--- config.mk ---
export PLATFORM = sky130hd
export DESIGN_NAME = pipe_ctrl_unit
export DESIGN_NICKNAME = d
export VERILOG_FILES = /design/src/rtl/pipe_ctrl_unit.sv
export SDC_FILE = /design/constraint.sdc
export NUM_CORES = 1
export LEC_CHECK = 0
export CAP_MARGIN = 5
export CORE_MARGIN = 10
export CORE_UTILIZATION = 48
export CTS_CLUSTER_SIZE = 20
export DETAILED_ROUTE_END_ITERATION = 8
export PLACE_DENSITY = 0.9
export SLEW_MARGIN = 10
export SYNTH_ARGS = -nofsm -noshare
export SYNTH_HDL_FRONTEND = slang
export SYNTH_SLANG_ARGS = --single-unit
--- constraint.sdc ---
create_clock -name clk -period 2.9 [get_ports clk]
set_clock_uncertainty 0.15 [all_clocks]
set_input_delay 0.58 -clock clk [delete_from_list [all_inputs] [get_ports clk]]
set_output_delay 0.58 -clock clk [all_outputs]
set_load 0.1 [all_outputs]
--- src/rtl/pipe_ctrl_unit.sv ---
// Pipeline control for the 5-stage RV32I core: ID/EX, EX/MEM and MEM/WB control registers,
// EX branch resolution, load-use stall, flush and forwarding selects. PIPE_PERF_CNT_EN adds stall/flush counters.
module pipe_ctrl_unit #(
   parameter int CNT_W = 32
) (
   input  logic       clk,
   input  logic       rst,
   input  logic       RegWriteD,
   input  logic       MemWriteD,
   input  logic       JumpD,
   input  logic       BranchD,
   input  logic       JalrD,
   input  logic       ALUSrcD,
   input  logic [1:0] ResultSrcD,
   input  logic [2:0] ALUControlD,
   input  logic [2:0] func3D,
   input  logic [4:0] Rs1D,
   input  logic [4:0] Rs2D,
   input  logic [4:0] RdD,
   input  logic       ZeroE,
   input  logic       LtE,
   output logic       StallF,
   output logic       StallD,
   output logic       FlushD,
   output logic       FlushE,
   output logic [1:0] PCSrcE,
   output logic [1:0] ForwardAE,
   output logic [1:0] ForwardBE,
   output logic [2:0] ALUControlE,
   output logic       ALUSrcE,
   output logic       MemWriteM,
   output logic       RegWriteM,
   output logic [4:0] RdM,
   output logic [1:0] ResultSrcW,
   output logic       RegWriteW,
   output logic [4:0] RdW
`ifdef PIPE_PERF_CNT_EN
   ,
   output logic [CNT_W-1:0] StallCnt,
   output logic [CNT_W-1:0] FlushCnt
`endif
);

   typedef struct packed {
      logic       regwrite;
      logic       memwrite;
      logic       jump;
      logic       branch;
      logic       jalr;
      logic       alusrc;
      logic [1:0] resultsrc;
      logic [2:0] aluctl;
      logic [2:0] func3;
      logic [4:0] rs1;
      logic [4:0] rs2;
      logic [4:0] rd;
   } idex_t;

   typedef struct packed {
      logic       regwrite;
      logic       memwrite;
      logic [1:0] resultsrc;
      logic [4:0] rd;
   } exmem_t;

   typedef struct packed {
      logic       regwrite;
      logic [1:0] resultsrc;
      logic [4:0] rd;
   } memwb_t;

   if (CNT_W < 1) begin : g_cnt_w_chk
      $error("CNT_W must be at least 1");
   end

   idex_t  d_bus, e_q;
   exmem_t m_q;
   memwb_t w_q;
   logic   cond, taken, lw_stall, redirect;

   assign d_bus = '{regwrite: RegWriteD, memwrite: MemWriteD, jump: JumpD, branch: BranchD,
                    jalr: JalrD, alusrc: ALUSrcD, resultsrc: ResultSrcD, aluctl: ALUControlD,
                    func3: func3D, rs1: Rs1D, rs2: Rs2D, rd: RdD};

   // Only ID/EX can take a bubble; everything past EX always advances.
   always_ff @(posedge clk or posedge rst) begin
      if (rst) begin
         e_q <= '0;
         m_q <= '0;
         w_q <= '0;
      end else begin
         e_q <= FlushE ? idex_t'('0) : d_bus;
         m_q <= '{regwrite: e_q.regwrite, memwrite: e_q.memwrite, resultsrc: e_q.resultsrc, rd: e_q.rd};
         w_q <= '{regwrite: m_q.regwrite, resultsrc: m_q.resultsrc, rd: m_q.rd};
      end
   end

   always_comb begin
      cond = 1'b0;
      case (e_q.func3)
         3'b000:  cond = ZeroE;
         3'b001:  cond = ~ZeroE;
         3'b100:  cond = LtE;
         3'b101:  cond = ~LtE;
         default: cond = 1'b0;
      endcase
   end

   assign taken = e_q.branch & cond;

   always_comb begin
      PCSrcE = 2'b00;
      if (e_q.jalr)                PCSrcE = 2'b10;
      else if (e_q.jump || taken)  PCSrcE = 2'b01;
   end

   assign redirect = (PCSrcE != 2'b00);
   assign lw_stall = (e_q.resultsrc == 2'b01) && (e_q.rd != 5'd0) &&
                     ((e_q.rd == Rs1D) || (e_q.rd == Rs2D));

   assign StallF = lw_stall;
   assign StallD = lw_stall;
   assign FlushD = redirect;
   assign FlushE = lw_stall | redirect;

   // MEM beats WB; x0 is never a forwarding match.
   function automatic logic [1:0] fwd_sel(input logic [4:0] rs, input logic rw_m, input logic [4:0] rd_m,
                                          input logic rw_w, input logic [4:0] rd_w);
      if (rw_m && (rd_m != 5'd0) && (rd_m == rs))      fwd_sel = 2'b10;
      else if (rw_w && (rd_w != 5'd0) && (rd_w == rs)) fwd_sel = 2'b01;
      else                                             fwd_sel = 2'b00;
   endfunction

   assign ForwardAE = fwd_sel(e_q.rs1, m_q.regwrite, m_q.rd, w_q.regwrite, w_q.rd);
   assign ForwardBE = fwd_sel(e_q.rs2, m_q.regwrite, m_q.rd, w_q.regwrite, w_q.rd);

   assign ALUControlE = e_q.aluctl;
   assign ALUSrcE     = e_q.alusrc;
   assign MemWriteM   = m_q.memwrite;
   assign RegWriteM   = m_q.regwrite;
   assign RdM         = m_q.rd;
   assign ResultSrcW  = w_q.resultsrc;
   assign RegWriteW   = w_q.regwrite;
   assign RdW         = w_q.rd;

`ifdef PIPE_PERF_CNT_EN
   always_ff @(posedge clk or posedge rst) begin
      if (rst) begin
         StallCnt <= '0;
         FlushCnt <= '0;
      end else begin
         if (lw_stall) StallCnt <= StallCnt + {{(CNT_W-1){1'b0}}, 1'b1};
         if (redirect) FlushCnt <= FlushCnt + {{(CNT_W-1){1'b0}}, 1'b1};
      end
   end
`endif

endmodule
# After elaboration in Yosys (flattened, before gate mapping)
# Index checks and enable logic that the tools add are counted.
[word_totals] reg_bits=46 inputBits=33 out_inout_bits=29 elab_cells=56
[classes] n_eq_ne=10 mux=8 bitwise_logic=4 n_reduce_logical=15
[op_table] op="equality test 5 bit" count=6
[op_table] op="two-way mux 29 bit" count=1
[op_table] op="nonzero test 5 bit" count=3
[op_table] op="logical AND 1 bit" count=8
[op_table] op="equality test 3 bit (second input constant)" count=2
[op_table] op="two-way mux 2 bit" count=3
[op_table] op="case mux 1 bit (4 select lines)" count=1
[op_table] op="equality test 3 x 1 -> 1 bit (second input constant)" count=1
[op_table] op="zero test 3 bit" count=1
[op_table] op="two-way mux 1 bit" count=3
[op_table] op="equality test 2 x 1 -> 1 bit (second input constant)" count=1
[op_table] op="logical OR 1 bit" count=2
[op_table] op="inverter 1 bit" count=2
[op_table] op="nonzero test 2 bit" count=1
[op_table] op="bitwise AND 1 bit" count=1
[op_table] op="OR 1 bit" count=1

# Depth between registers and ports, before layout
[depth] word_depth=9 ltp_mapped=6 ltp_nobuf=4

# Worst setup path before layout
# Ideal clock, no wire load.
[synth_path] kind="register to output" start="register m_q (netlist bit RegWriteM)" end="output ForwardAE[0]" arrival_time_ps=5366 required_ps=2170 path_slack_ps=-3196 path_stages_with_launch=4 path_buffers=0 cell_sequence="dfrtp_1 o21ai_1 nor4_1 nor4_2"
[synth_between] elab_chain_cells=3
[synth_lines] item="start: declaration" line="77" source="exmem_t m_q;"
[synth_lines] item="start signal: assignment" line="93" source="m_q <= '{regwrite: e_q.regwrite, memwrite: e_q.memwrite, resultsrc: e_q.resultsrc, rd: e_q.rd};"
[synth_lines] item="logical AND 1 bit (2 in a row)" line="129" source="if (rw_m && (rd_m != 5'd0) && (rd_m == rs)) fwd_sel = 2'b10;"
[synth_lines] item="two-way mux 2 bit" line="129"
[synth_lines] item="end: declaration" line="27" source="output logic [1:0] ForwardAE,"
# Every way passes these cells.

# Worst setup path in the final report
[layout_path] start="register m_q (netlist bit RdM[1])" end="output ForwardAE[0]"
[layout_between] elab_chain_cells=4 word_cells_on_any_way=5 cone_classes="eq/ne: 1; mux: 1; reduce/logical: 3"
[layout_lines] item="nonzero test 5 bit" line="129"
[layout_lines] item="logical AND 1 bit" line="129"
[layout_lines] item="logical AND 1 bit (*)" line="129"
[layout_lines] item="two-way mux 2 bit (*)" line="129"
# Every way passes the cells marked *; elsewhere a longest branch is shown, timed or not.

==> flow_summary.toml <==
[sta]
fmax_mhz = 353
relSlewSlack_pct = 62.8
fin_crit_sh_pct = 97.7
drv_slew = 0
period_needed_ns = 2.83
hold_violations = 0
setup_violations = 0
worstMarginPinSlew_ns = 0.558

[place]
portBuffers = 61
place.gp.congestion = 0.762
dp_hpwl_um = 3630

[die]
initial_core_util_pct = 50.2
die_area_um2 = 7730
dieHeight_um = 87.9
coreArea_um2 = 4410
die_x_um = 87.9
rows = 24
ios = 62

[detailed_routing]
dr.pass1.iters = 4
drt_iter0_drc = 65
wl_met1_um = 1800
drc_errors = 0
wl_per_cell_um = 16.1
routed_wirelength_um = 4700
ant_nets = 0
wl_met3_um = 302
met2_length_um = 2490
top_layer_used = "met4"
via_per_inst = 5.02
vias = 1460

[synthesis]
synthDistinctLibCells = 24
yosys-top-cells-area = "dfrtp_1, a211oi_2, xnor2_1, xor2_1, inv_1"
synth_top_area_share_pct = 52.0
yosys_warnings = 0
synth_area_um2 = 2210
ys_ff_latch = 46
synthesis.nets = 216
synth_top_area_cell = "dfrtp_1"
seq_area_frac_synth_pct = 52.0
synthCells = 183
avgSynthCellArea_um2 = 12.1

[cells_and_area]
nets = 271
final_util_pct = 69.1
drive_gt1_share_pct = 38.9
fill_cells = 327
final_cell_mix = "dfrtp_1, clkdlybuf4s50_1, inv_1, a211oi_2, buf_4"
antenna_cells = 0
final_common_cell = "dfrtp_1"
syn_to_final_growth_pct = 37.7

[hold_path]
min_from = "m_q[6]"
min_path_cells = 0
min_to = "ResultSrcW[1]"
hold_class = "flop to flop"

[worst_setup_path]
critPathRequiredTime_ns = 2.17
endpoint_kind = "output pin"
start_kind = "flop"
r2r_cells = 5
cp.arrival_ns = 2.10
crit_path_max_fanout = 5
path_class = "flop to output pin"
r2r_end = "e_q[8]"
rrSetupSlack_ns = 0.94
r2r_start = "e_q[1]"

[flow_run]
maxCapViolCount = 0

[global_routing]
antenna_found_initial = 0
groute.usage.overall_pct = 13.0
grt_pass1_wl_um = 7950
grt_overflow = 0
grt_max_degree = 47
grt_pass1_vias = 1606

[clock_network]
cts_tree = "built"
cts-buffers-inserted = 5
htreeDepth = 2
clk_path_buf_depth = 2
clock-sinks = 46
worst_skew_pair.late_latency_ns = 0.30
cts_root_buffer = "clkbuf_8"
clk_transition_reported_paths_ns = 0.08

[run_status]
status = "completed"
==> worst max-delay path, stage by stage, from the launching register on <==
cell     delay, ns
dfrtp_2       0.45
or4_4         0.56
o21ai_4       0.20
buf_4         0.15
nor4_4        0.05
nor4_4        0.18
buf_12        0.21
==> logic make-up (layout without fill, tap and decap cells) <==
kind of cell / after synthesis / in the layout / synth area share [%]
xor gates and xnor gates: 31 / 31 / 12.3
DFF: 46 / 46 / 52.0
and+or+nand+nor: 21 / 21 / 6.05
AOI/OAI and AO/OA: 35 / 35 / 17.9
buffers and inverters: 49 / 105 / 11.4
muxes: 1 / 1 / 0.452
==> per-layer routing <==
| layer | GRT usage, % | up-vias |
|---|---|---|
| met5 | 0 | - |
| met4 | 6.09 | 0 |
| met3 | 3.53 | 6 |
| met2 | 22.0 | 39 |
| met1 | 14.9 | 710 |
| li1 | - | 705 |
==> state kept, by name, indices dropped and copies added (netlist names) <==
register / flops
MemWriteM: 1
RdW: 5
ALUSrcE: 1
m_q: 2
RegWriteW: 1
ResultSrcW: 2
ALUControlE: 3
RdM: 5
e_q: 25
RegWriteM: 1
==> worst max-delay path by stage <==
stage / startpoint / end / slack (ns) / cells after the start
final: RdM[1] / ForwardAE[0] / 0.07 / 6
after global routing: RdM[1] / ForwardAE[0] / -0.006 / 6
after CTS: RdM[1] / ForwardBE[0] / 0.005 / 5
after detailed placement: Rs1D[4] / StallD / 0.18 / 6
after global placement: Rs1D[4] / StallD / 0.18 / 6
after floorplan: RdM[1] / ForwardBE[0] / -0.32 / 4
==> cell usage after synthesis, drive strengths merged <==
| library cell | instances |
|---|---|
| dfrtp | 46 |
| inv | 30 |
| a211oi | 29 |
| buf | 19 |
| xnor2 | 16 |
| xor2 | 15 |
| or4 | 5 |
| nand3 | 4 |
| nor4 | 4 |
| nor2 | 3 |
| o21ai | 3 |
| nand2 | 2 |
| a21o | 1 |
| and2 | 1 |
| mux2i | 1 |
| nand2b | 1 |
| nor3b | 1 |
| o21ba | 1 |
| o22ai | 1 |
==> cell type report <==
type,count,area [µm²],area share (%)
inverters,30,113,3.69
repair buffers,67,696,22.8
clock buffers,7,86.3,2.83
well taps,52,65.1,2.13
multi-input cells,88,912,29.9
flip-flops and latches,46,1170,38.4
clock inverters,1,5.00,0.164
==> through the flow <==
step           area [µm²]  hold slack [ns]  setup WS, ns  instances   TNS, ns
2_1_floorplan        2310            0.181        -0.317        183    -0.616
3_3_place_gp         2950            0.183         0.179        282         0
3_5_place_dp         2950            0.185         0.175        282         0
4_1_cts              3040            0.203       0.00460        290         0
5_1_grt              3050            0.215      -0.00594        291  -0.00594
6_report             3050            0.201        0.0673        291         0
==> timing repair <==
action / CTS / global route
hold endpoints to repair: 0 / 0
hold buffers: 0 / 0
gates resized for setup: 0 / 2
buffers inserted: 0 / 1
setup endpoints to repair: 0 / 1
Power is not shown: default switching activity piles up to over one toggle a cycle in this logic, so the estimate is an artifact.
